==> config.mk <==
export PLATFORM = sky130hd
export DESIGN_NAME = pc_sequencer
export DESIGN_NICKNAME = d
export VERILOG_FILES = /design/src/rtl/pc_sequencer.sv
export SDC_FILE = /design/constraint.sdc
export NUM_CORES = 1
export LEC_CHECK = 0
export ABC_AREA = 1
export CORE_MARGIN = 2
export CORE_UTILIZATION = 35
export DETAILED_ROUTE_END_ITERATION = 12
export REMOVE_ABC_BUFFERS = 1
export SETUP_SLACK_MARGIN = 0.4
export SLEW_MARGIN = 20
export SYNTH_ARGS = -nofsm -noshare
export SYNTH_HDL_FRONTEND = slang
export SYNTH_SLANG_ARGS = --single-unit
==> constraint.sdc <==
create_clock -name C -period 8.2 [get_ports C]
set_input_delay 1.64 -clock C [delete_from_list [all_inputs] [get_ports C]]
set_output_delay 1.64 -clock C [all_outputs]
set_load 0.02 [all_outputs]
==> src/rtl/pc_sequencer.sv <==
// pc_sequencer: fetch/issue sequencer. Requests an instruction at PC, latches
// the response, presents it for issue, then advances PC sequentially or by
// branch/jump. A fetch that waits too long for IAck parks the block in HALTED
// with a sticky Timeout flag until reset.
module pc_sequencer #(
    parameter logic [31:0] RESET_PC   = 32'h0000_0000,
    parameter int          WAIT_LIMIT = 15
) (
    input  logic        C,
    input  logic        CLRbar,
    input  logic        Start,
    output logic        IReq,
    output logic [31:0] IAddr,
    input  logic        IAck,
    input  logic [31:0] IData,
    output logic [31:0] Instr,
    output logic        InstrValid,
    input  logic        Stall,
    input  logic        Branch,
    input  logic [31:0] BranchOffset,
    input  logic        Jump,
    input  logic [25:0] JumpTarget,
    input  logic        Halt,
    output logic [31:0] PC,
    output logic        Busy,
    output logic        Timeout
);

    localparam int CW = $clog2(WAIT_LIMIT + 1);

    typedef enum logic [1:0] {
        IDLE   = 2'd0,
        FETCH  = 2'd1,
        ISSUE  = 2'd2,
        HALTED = 2'd3
    } state_t;

    state_t          state, state_next;
    logic [31:0]     pc, pc_next;
    logic [31:0]     instr, instr_next;
    logic [CW-1:0]   wait_cnt, wait_cnt_next;
    logic            timeout, timeout_next;
    logic [31:0]     pc_plus4;

    // State and datapath registers; reset is asynchronous so outputs drop at once.
    always_ff @(posedge C or negedge CLRbar) begin
        // NOTE: sequential state uses non-blocking (<=) so every register
        // samples the pre-edge values regardless of statement order.
        if (!CLRbar) begin
            state    <= IDLE;
            pc       <= RESET_PC;
            instr    <= '0;
            wait_cnt <= '0;
            timeout  <= 1'b0;
        end else begin
            state    <= state_next;
            pc       <= pc_next;
            instr    <= instr_next;
            wait_cnt <= wait_cnt_next;
            timeout  <= timeout_next;
        end
    end

    assign pc_plus4 = pc + 32'd4;

    // Next-state and register-update decisions for each sequencer state.
    always_comb begin
        // NOTE: every signal written here gets a hold/default value first so no
        // path leaves it unassigned, which would infer a latch.
        state_next    = state;
        pc_next       = pc;
        instr_next    = instr;
        wait_cnt_next = wait_cnt;
        timeout_next  = timeout;

        unique case (state)
            IDLE: begin
                if (Start) begin
                    state_next    = FETCH;
                    wait_cnt_next = '0;
                end
            end
            FETCH: begin
                if (IAck) begin
                    instr_next = IData;
                    state_next = ISSUE;
                end else begin
                    wait_cnt_next = wait_cnt + 1'b1;
                    // This cycle is the WAIT_LIMIT-th one without a response.
                    if (wait_cnt == CW'(WAIT_LIMIT - 1)) begin
                        timeout_next = 1'b1;
                        state_next   = HALTED;
                    end
                end
            end
            ISSUE: begin
                if (Stall) begin
                    state_next = ISSUE;
                end else if (Halt) begin
                    state_next = HALTED;
                end else begin
                    if (Jump)
                        pc_next = {pc_plus4[31:28], JumpTarget, 2'b00};
                    else if (Branch)
                        pc_next = pc_plus4 + (BranchOffset << 2);
                    else
                        pc_next = pc_plus4;
                    state_next    = FETCH;
                    wait_cnt_next = '0;
                end
            end
            HALTED: begin
                state_next = HALTED;
            end
            default: begin
                state_next = IDLE;
            end
        endcase
    end

    // Outputs decode directly from registered state so reset clears them immediately.
    assign IReq       = (state == FETCH);
    assign InstrValid = (state == ISSUE);
    assign Busy       = (state == FETCH) || (state == ISSUE);
    assign IAddr      = pc;
    assign PC         = pc;
    assign Instr      = instr;
    assign Timeout    = timeout;

endmodule

Word-level counts from Yosys, hierarchy flattened --
Cells that the tools add are included.
Cells by class: $add $sub $neg 3, equal/unequal tests 9, muxes and demuxes 13, bitwise operators 3, reductions and logical operators 8
Operator list (count):
- 2-to-1 mux 32 bit | 2
- adder 32 x 3 -> 32 bit, second input constant | 1
- adder 32 bit | 1
- 2-to-1 mux 4 bit | 4
- case mux 4 bit (3 select lines) | 1
- 2-to-1 mux 2 bit | 5
- != test 2 bit, second input constant | 4
- case mux 2 bit (4 select lines) | 1
- AND reduction 3 bit | 2
- AND reduction 5 bit | 1
- adder 4 x 1 -> 4 bit, second input constant | 1
- == test 2 bit, second input constant | 2
- == test 4 bit, second input constant | 1
- AND reduction 2 bit | 2
- != test 3 x 1 -> 1 bit, second input constant | 1
- inverter 1 bit | 3
- nonzero test 3 bit | 1
- == test 2 x 1 -> 1 bit, second input constant | 1
- logical NOT 2 bit | 1
- logical OR 1 bit | 1
Word-level totals: register bits 71, input port bits 98, output and inout port bits 100, word-level logic and storage cells 41

Depth between registers and ports, before layout --
depth after elaboration 4, depth in mapped cells 23, depth with buffers taken out 22

Least setup slack after synthesis --
OpenSTA, ideal clock, no wires.
kind input port to flip-flop, start input BranchOffset[0], end register pc[28] (netlist: IAddr[28]), arrival time 3.057 ns, required time 8.083 ns, setup slack 5.026 ns, stages 14, path buffers 0, cell sequence ha_1 > fa_1 > nand3_1 > nand2_1 > nand2_1 > nand2_1 > nand2_1 > nand3_1 > nand2_1 > nand2_1 > nand2_1 > nand3_1 > nand2_1 > nand2_1
On the way: longest elaborated chain between the ends 3
Ends and longest elaborated chain:
- start, declared | RTL line 20 | input logic [31:0] BranchOffset,
- adder 32 bit | RTL line 105 | pc_next = pc_plus4 + (BranchOffset << 2);
- 2-to-1 mux 32 bit | RTL line 104 | else if (Branch)
- 2-to-1 mux 32 bit | RTL line 102 | if (Jump)
- end signal, assigned | RTL line 57 | pc <= pc_next;
- end, declared | RTL line 39 | logic [31:0] pc, pc_next;
Every way passes these cells. A chain may end at the register's enable or synchronous reset.

Final worst setup path --
start input Branch, end register pc[4] (netlist: IAddr[4])
On the way: longest elaborated chain between the ends 2
Ends and longest elaborated chain:
- start, declared | RTL line 19 | input logic Branch,
- 2-to-1 mux 32 bit | RTL line 104
- 2-to-1 mux 32 bit | RTL line 102
Every way passes these cells.

==> impl_results.md <==
- Fin crit period: 4.04 ns
- Worst setup EP type: flip-flop
- Synth Cell Area: 0.00675 mm2
- Most common cell after layout, fill and taps aside: nand2_1
- PnR worst setup slack: 4.16 ns
- Worst hold slack: 0.475 ns
- Unique masters post-synth: 46
- Number of synthesized register bits: 69
- Pre-CTS setup slack: 3.86 ns
- Setup TNS: 0 ns
- WL per Instance: 15.1 um
- Routed Antenna Nets: 0
- CTS Buf Count: 9
- # setup viols final: 0
- Die width: 143 um
- Worst skew pair latency: 0.33 ns
- XOR/XNOR share of the synthesized area: 2.86%
- Clock slew at reported path FFs: 0.06 ns
- Peak supply drop: 0.100 mV
- Initial Util: 35.8%
- Slew margin rel.: 38.3%
- Post-synthesis simple-gate area fraction: 37.3%
- Fraction of layout cells with a size suffix above 1: 4.30%
- DIE AREA: 0.0204 mm2
- Boundary Pins: 198
- Remaining global-route overflow: 0
- Vias/cell: 4.79
- Number of max-cap violations: 0
- Startpoint types: primary input
- H-tree Lvls: 3
- Achievable frequency: 248 MHz
- Clock Root Buffer: clkbuf_16
- Status: finished, final reports clean
- Routability cong.: 0.954
- P_leak: 4.68 nW
- Final hold vios: 0
- Data arrival, critical path: 4.31 ns
- Area Overhead vs Synth: 33.5%
- Detailed-route via count: 7,257
- Clock sink total: 69
- Main combinational cell family by area after synthesis: simple AND/OR/NAND/NOR gates
- 1st-iter DRT viols: 574
- FP Rows: 50
- Total wire length: 22,900 um
- First-pass detailed-route iteration total: 5
- RSZ-0062 raised after global routing: no
- Die height: 143 um
- Clock skew: 0.00441 ns
- Detailed-placement wirelength estimate: 18,300 um
- Initial antenna violation count: 0
- Mux cell area share after synthesis: 0%
- CTS tree: built
- Post-synth EDFFs: 0
- Crit-path max FO: 16
- First-pass GRT wire length: 35,800 um
- Post-CTS setup buffers: 0
- Compound-Gate Fraction of Synth Area: 10.9%
- Sequential share of the synthesized area: 25.6%
- Syn. warnings: 0
- Final nets: 1,394
- Post-Synth Adder-Cell Area: 8.46%
- Placed instance area: 0.00866 mm2
- DR DRC count: 0
- CTS hold repair buffers: 0
- Largest net degree at the start of global routing: 70
- Final instance area: 0.00900 mm2
- Syn avg cell area: 6.16 um2
- Most frequent cells in the layout: nand2_1, clkdlybuf4s50_1, inv_1, nor2_1, a21oi_1
- Worst Hold Class: reg2reg
- Post-CTS Resized: 0
- Critical Path RT: 8.47 ns
- Critical path class: in2reg
- Vias in the first global route: 6,804
- Final Slew Violations: 0
- Total GRT Usage: 22.6%
- Final period util: 49.2%
- Async SR Flop Fraction: 100%
- Synth Flop Type: dfrtp_1
- Clk buf depth: 2
- Port Buffers: 191
- Worst Tran Pin Value: 0.925 ns
- Total core area: 0.0188 mm2
- Power per cell area: 103 mW/mm2
- Diodes inserted: 0
- Cells after synthesis: 1,095
[per-stage QoR]
stage          total power [mW]  std cells  utilization [%]
3_3_place_gp              0.474       1500             46.0
4_1_cts                   0.933       1516             47.8
6_report                  0.924       1516             47.8
3_5_place_dp              0.474       1500             46.0
2_1_floorplan             0.397       1043                -
5_1_grt                   0.962       1516             47.8
[final timing paths]
check | from | end | slack [ns] | cells after the start
min in group asynchronous | CLRbar | Instr[20]$_DFFE_PN0P_ | 1.44 | 1
max in group asynchronous | CLRbar | IAddr[28]$_DFFE_PN0P_ | 6.16 | 1
hold / removal | Instr[22]$_DFFE_PN0P_ | Instr[22]$_DFFE_PN0P_ | 0.48 | 2
setup / recovery | Branch | IAddr[4]$_DFFE_PN0P_ | 4.16 | 9
setup reg to reg | IAddr[2]$_DFFE_PN0P_ | IAddr[21]$_DFFE_PN0P_ | 4.63 | 18
hold reg to reg | Instr[22]$_DFFE_PN0P_ | Instr[22]$_DFFE_PN0P_ | 0.48 | 2
[sequential cells by signal, summed over array words and instances (netlist names)]
register,flops
Instr,32
IAddr,30
wait_cnt,4
state,2
Timeout,1
[synth_stat cells (2+ instances only)]
| library cell | instances | share of area, % |
|---|---|---|
| a21o_1 | 2 | 0.22 |
| a21oi_1 | 76 | 5.6 |
| a21oi_2 | 2 | 0.26 |
| a31oi_1 | 5 | 0.46 |
| and2_1 | 5 | 0.46 |
| buf_2 | 4 | 0.30 |
| buf_4 | 35 | 3.9 |
| buf_6 | 2 | 0.33 |
| clkbuf_1 | 11 | 0.61 |
| clkbuf_8 | 2 | 0.41 |
| dfrtp_1 | 69 | 26 |
| ha_1 | 44 | 8.2 |
| inv_1 | 163 | 9.1 |
| inv_2 | 2 | 0.11 |
| nand2_1 | 390 | 22 |
| nand2_2 | 7 | 0.65 |
| nand2_4 | 2 | 0.33 |
| nand3_1 | 66 | 4.9 |
| nand3_2 | 2 | 0.30 |
| nand4_1 | 13 | 1.2 |
| nor2_1 | 97 | 5.4 |
| nor2_2 | 7 | 0.65 |
| nor3_1 | 10 | 0.74 |
| o21ai_0 | 18 | 1.3 |
| o21ai_1 | 5 | 0.37 |
| o21bai_1 | 9 | 1.0 |
| o22ai_1 | 4 | 0.37 |
| o31ai_1 | 2 | 0.22 |
| or2_2 | 4 | 0.37 |
| xnor2_1 | 2 | 0.26 |
| xor2_1 | 20 | 2.6 |
[worst max-delay path: stages]
cell	delay, ns
clkdlybuf4s50_1	0.99
inv_1	0.44
nor2_1	0.19
buf_4	0.21
inv_1	0.24
a21oi_1	0.18
o21ai_0	0.14
a31o_2	0.22
inv_1	0.04
[where the power goes]
group          switching, mW  internal [mW]  total (mW)
combinational         0.0665         0.0610       0.127
clock                  0.157          0.299       0.456
sequential          0.000141          0.341       0.341
[layout make-up]
class / count / area (um2)
inverter: 166 / 623
timing repair buffer: 197 / 1950
sequential: 69 / 1730
multi-input combinational: 808 / 4030
fill: 2031 / 9830
clock inverter: 7 / 123
clock buffer: 9 / 225
tap: 260 / 325
[cell families (layout without fill, tap and decap cells)]
family          Yosys count  in the layout
compound gates          131            131
fa+ha+maj                45             45
flops                    69             69
other cells               1              4
buf+inv                 221            379
xor+xnor                 22             22
simple gates            606            606
[routing by layer]
metal	vias to the layer above	global-route usage [%]	share of wire (%)
met5	-	0	0
met1	3234	32.4	47
met4	0	6.36	2.5
met3	33	3.19	6.0
met2	283	35.6	44
li1	3707	-	-
No activity file was read; power rests on OpenSTA's default activity.
